[src/rtl/trig_event_capture.sv]
// trig_event_capture: armed rising-edge capture of N_EVT level events,
// with sticky flags, a saturating capture counter and re-trigger holdoff.
//
// Optional feature: define TRIG_EVT_TIMESTAMP_EN to add a 32-bit
// free-running timestamp, latched into last_ts on each capture cycle.
// Without it, last_ts is tied to 0.
//
// Ports:
//   sys_clk, sys_rst_n : clock, async active-low reset
//   evt_in             : level event sources (rising edges are captured)
//   arm, disarm        : control pulses (disarm has priority)
//   ack                : per-bit clear of sticky flags
//   clear_cnt          : zero evt_count and ovf
//   trig_out           : one-cycle pulse per captured edge
//   sticky, pending    : latched captures and their OR
//   evt_count, ovf     : saturating count of capture cycles, overflow flag
//   state              : 00 IDLE, 01 ARMED, 10 HOLD
//   last_ts            : timestamp of the last capture
module trig_event_capture #(
    parameter int N_EVT   = 8,
    parameter int CNT_W   = 16,
    parameter int HOLDOFF = 1024
) (
    input  logic             sys_clk,
    input  logic             sys_rst_n,
    input  logic [N_EVT-1:0] evt_in,
    input  logic             arm,
    input  logic             disarm,
    input  logic [N_EVT-1:0] ack,
    input  logic             clear_cnt,
    output logic [N_EVT-1:0] trig_out,
    output logic [N_EVT-1:0] sticky,
    output logic             pending,
    output logic [CNT_W-1:0] evt_count,
    output logic             ovf,
    output logic [1:0]       state,
    output logic [31:0]      last_ts
);

    typedef enum logic [1:0] {
        S_IDLE  = 2'b00,
        S_ARMED = 2'b01,
        S_HOLD  = 2'b10
    } st_t;

    // Loaded with HOLDOFF-1 so HOLD lasts exactly HOLDOFF cycles.
    localparam logic [23:0]      HOLD_LOAD = 24'(HOLDOFF - 1);
    localparam logic [CNT_W-1:0] CNT_MAX   = '1;

    st_t              st_q;
    st_t              st_d;
    logic [N_EVT-1:0] evt_q;
    logic [N_EVT-1:0] cap_vec;
    logic             cap;
    logic [23:0]      hold_q;

    // evt_q resets to 0, but state is IDLE for at least one clock after
    // reset, so a level already high at release is never seen as an edge.
    assign cap_vec = evt_in & ~evt_q & {N_EVT{st_q == S_ARMED}};
    assign cap     = |cap_vec;
    assign pending = |sticky;
    assign state   = st_q;

    always_ff @(posedge sys_clk or negedge sys_rst_n) begin
        if (!sys_rst_n) begin
            st_q <= S_IDLE;
        end else begin
            st_q <= st_d;
        end
    end

    always_comb begin
        st_d = st_q;
        case (st_q)
            S_IDLE:  if (arm) st_d = S_ARMED;
            S_ARMED: if (cap) st_d = S_HOLD;
            S_HOLD:  if (hold_q == '0) st_d = S_ARMED;
            default: st_d = S_IDLE;
        endcase
        if (disarm) st_d = S_IDLE;
    end

    always_ff @(posedge sys_clk or negedge sys_rst_n) begin
        if (!sys_rst_n) begin
            hold_q <= '0;
        end else if (st_q == S_ARMED && st_d == S_HOLD) begin
            hold_q <= HOLD_LOAD;
        end else if (st_q == S_HOLD && hold_q != '0) begin
            hold_q <= hold_q - 24'd1;
        end
    end

    always_ff @(posedge sys_clk or negedge sys_rst_n) begin
        if (!sys_rst_n) begin
            evt_q    <= '0;
            trig_out <= '0;
            sticky   <= '0;
        end else begin
            evt_q    <= evt_in;
            trig_out <= cap_vec;
            // A new capture wins over a coincident ack on the same bit.
            sticky   <= (sticky & ~ack) | cap_vec;
        end
    end

    always_ff @(posedge sys_clk or negedge sys_rst_n) begin
        if (!sys_rst_n) begin
            evt_count <= '0;
            ovf       <= 1'b0;
        end else if (cap) begin
            if (clear_cnt) begin
                evt_count <= CNT_W'(1);
                ovf       <= 1'b0;
            end else if (evt_count == CNT_MAX) begin
                ovf       <= 1'b1;
            end else begin
                evt_count <= evt_count + CNT_W'(1);
            end
        end else if (clear_cnt) begin
            evt_count <= '0;
            ovf       <= 1'b0;
        end
    end

`ifdef TRIG_EVT_TIMESTAMP_EN
    logic [31:0] ts_q;

    always_ff @(posedge sys_clk or negedge sys_rst_n) begin
        if (!sys_rst_n) begin
            ts_q    <= '0;
            last_ts <= '0;
        end else begin
            ts_q <= ts_q + 32'd1;
            if (cap) last_ts <= ts_q;
        end
    end
`else
    assign last_ts = '0;
`endif

endmodule
[config.mk]
export PLATFORM = sky130hd
export DESIGN_NAME = trig_event_capture
export DESIGN_NICKNAME = d
export VERILOG_FILES = /design/src/rtl/trig_event_capture.sv
export SDC_FILE = /design/constraint.sdc
export NUM_CORES = 1
export LEC_CHECK = 0
export BUFFER_PORTS_ARGS = -buffer_cell sky130_fd_sc_hd__buf_2
export CAP_MARGIN = 20
export CORE_AREA = 2 2 88 90
export DETAILED_ROUTE_END_ITERATION = 8
export DIE_AREA = 0 0 90 92
export GPL_TIMING_DRIVEN = 0
export PLACE_DENSITY = 0.86
export SLEW_MARGIN = 30
export SYNTH_ARGS = -nofsm -noshare
export SYNTH_HDL_FRONTEND = slang
export SYNTH_SLANG_ARGS = --single-unit
[constraint.sdc]
create_clock -name sys_clk -period 1.9 [get_ports sys_clk]
set_clock_uncertainty 0.1 [all_clocks]
set_input_delay 0.095 -clock sys_clk [delete_from_list [all_inputs] [get_ports sys_clk]]
set_output_delay 0.095 -clock sys_clk [all_outputs]
set_load 0.01 [all_outputs]
==> impl_results.md <==
* Mux share of post-synthesis cell area at 2.699%
* Number of distinct library cells after synthesis at 48
* Critical Path Sink Type: flop
* Post-route insts no fill at 628
* DR pass1 iterations at 4
* I/O pin count at 89
* #FFs+latches synth at 67
* Top_reg_cell synth: dfrtp_1
* Clock power frac at 33.7%
* Mapped Cells at 349
* Synth top area share at 48.87%
* Dpl cells at 539
* Simple-gate share of the synthesized area at 23.67%
* Worst hold path class: input port to flop
* Critical Path AT at 2.29 ns
* Residual DRC at 0
* CP Class: flop to flop
* TritonCTS clock tree: built
* DR vias/cell at 5.352
* Core area at 0.007447 sq mm
* Register area share after synthesis at 48.87%
* WP data required at 2.08 ns
* Sw Ratio at 31.43%
* First-iteration detailed-routing DRC count at 209
* Final ANT Viol Nets at 0
* Complex-gate fraction of the synthesized area at 11.89%
* Port Buffers at 56
* YS warnings at 0
* Largest family of logic cells by synthesized area: simple AND/OR/NAND/NOR gates
* Post-Synth Adder-Cell Area at 0.7294%
* Synth area leaders: dfrtp_1, buf_4, nor2_1
* Worst-Margin Slew at 0.6548 ns
* Total Routing Usage GR at 22.88%
* Nets at 544
* Depth of the CTS H-tree at 3
* Post-synth top area cell: dfrtp_1
* Dpl hpwl at 5.520 mm
* Clk sinks at 67
* Cell row count at 32
* Worst relative slew slack at 56.35%
* Worst-Skew Late Latency at 0.35 ns
* Fin crit period at 2.112 ns
* Num CTS Buffers at 9
* Gr ovfl total at 0
* Die Ht at 92 um
* Total die area at 0.008280 sq mm
* Synth Area per Inst at 9.830 sq um
* First-pass GRT wire length at 15.30 mm
* Antenna Cells at 0
* Post-synthesis cell area at 0.003431 sq mm
* Post-synth top cells: dfrtp_1, nor2_1, buf_4
* Final WS setup at -0.2122 ns
* Share of cells above drive strength 1 at 46.58%
* Via count at 3361
* Max-cap violations at 0
* Final WL at 10.32 mm
* NetSw at 1.057 mW
* Die X at 90 um
* Crit path max fanout at 2
* P_leak at 2.451 nW
* Fmax at 473.4 MHz
* Post-synth ARST share at 100.0%
* Final-layout fill cell count at 508
* Final setup fails at 27
* Slew Viols, Final at 0
* Failing checks: negative setup slack
* Part of the power in registers at 46.2%
* Clock transition at path regs at 0.08 ns
* Count leader, synth: dfrtp_1
* Initial antenna violation count at 0
* PD cells at 646.0 mW/mm^2
* Post-synth EDFFs at 0
* Combinational power share at 20.2%
* Root buffer cell: clkbuf_8
* CTS Buffer Depth at 2
* Min Hold Slack at 0.04737 ns
* Final Hold Vio Count at 0
* Routed length per instance at 16.43 um
* Run status: finished with violations
* Fin Setup TNS at -2.102 ns
* Internal at 2.307 mW
* Period utilization at 111.2%
* Largest net degree at the start of global routing at 35
* Placer Congestion at 0.8381
* XOR/XNOR Fraction of Synth Area at 2.042%
* Vias in the first global route at 3247
* Unrepaired setup endpoints after global routing: true
* Layout area overhead at 51.79%
* Peak VDD IR at 0.4380 mV
* Critical path startpoint category: flop
* Initial core utilization at 46.07%
[power by group through the flow]
stage	Sequential, mW	Clock (mW)	Combinational [mW]
floorplan	1.58	0	0.275
global placement	1.58	0	0.408
detailed placement	1.58	0	0.431
CTS	1.54	1.12	0.581
global route	1.56	1.20	0.730
finish	1.55	1.13	0.678
[state kept, by name, indices dropped and copies added, names as in the netlist]
name	count
evt_count	16
evt_q	8
hold_q	24
ovf	1
state	2
sticky	8
trig_out	8
[timing repair]
action / CTS / global route
resized for setup: 44 / 60
cloned: 2 / 1
endpoints found under the setup margin: 42 / 42
setup buffers: 37 / 15
hold endpoints to repair: 93 / 0
hold buffers: 20 / 0
pin swaps: 24 / 17
[cells by family after synthesis]
family                   count (synthesis)
other                                    1
AND/OR/NAND/NOR                        142
adder cells (fa/ha/maj)                  2
AO/OA/AOI/OAI                           63
XOR/XNOR                                 8
multiplexers                             9
flip-flops                              67
buffers and inverters                   57
[cell type report]
class,count,area [sq um],share of cell area [%]
buffer,45,350.3,6.728
clock buffer,9,123.9,2.379
clock inverter,7,60.06,1.153
inverter,10,37.54,0.7208
multi-input combinational,256,1898,36.45
sequential,67,1687,32.39
tap,102,127.6,2.451
timing repair buffer,132,923.4,17.73
[cells in the final DEF (no fill, tap or decap), types with 5 or more instances in the layout]
master	n
a21oi_2	9
a21oi_1	11
nand2b_4	9
o22ai_1	8
mux2i_1	7
buf_2	56
clkbuf_8	10
buf_6	6
dfrtp_2	8
o211ai_1	5
inv_1	10
nand2_1	13
nand2b_1	6
or4_4	7
xor2_1	8
nand3_1	5
nor2_1	34
nor4_4	6
dfrtp_1	59
buf_4	87
o21ai_0	7
conb_1	32
or3_1	7
o31ai_1	7
dlygate4sd3_1	20
nand4_1	11
[final timing paths]
path	start	endpoint	slack, ns	cells after the start
max	hold_q[16]	hold_q[23]	-0.21	6
min in group asynchronous	sys_rst_n	evt_q[1]	0.13	2
min	clear_cnt	evt_count[8]	0.05	3
max in group asynchronous	sys_rst_n	evt_count[11]	1.03	3
max reg2reg	hold_q[16]	hold_q[23]	-0.21	6
min reg2reg	evt_q[6]	trig_out[6]	0.42	2
[metrics by stage]
stage          area [sq um]  total power, mW  setup slack [ns]  util (%)
6_report               5207            3.364           -0.2122     69.93
5_1_grt                5207            3.488           -0.2695     69.93
4_1_cts                4855            3.249          -0.02949     65.19
3_5_place_dp           4000            2.015           -0.2938     53.71
3_3_place_gp           3978            1.988           -0.2646     53.41
2_1_floorplan          3570            1.858         0.0002152         -
[worst max-delay path, stage by stage, from the launching register on]
cell,delay (ns)
dfrtp_2,0.43
nor4_4,0.32
buf_4,0.17
nor3b_2,0.25
nand3b_1,0.19
or4_4,0.44
a21oi_2,0.13
[per-layer routing]
layer	vias up	global-route usage (%)	routed length, um
met5	-	0	0
met4	0	12.56	351
met3	37	4.437	594
met2	149	39.10	5461
met1	1633	27.31	3914
li1	1542	-	-
Note: power is estimated with default switching activity, not from simulation.
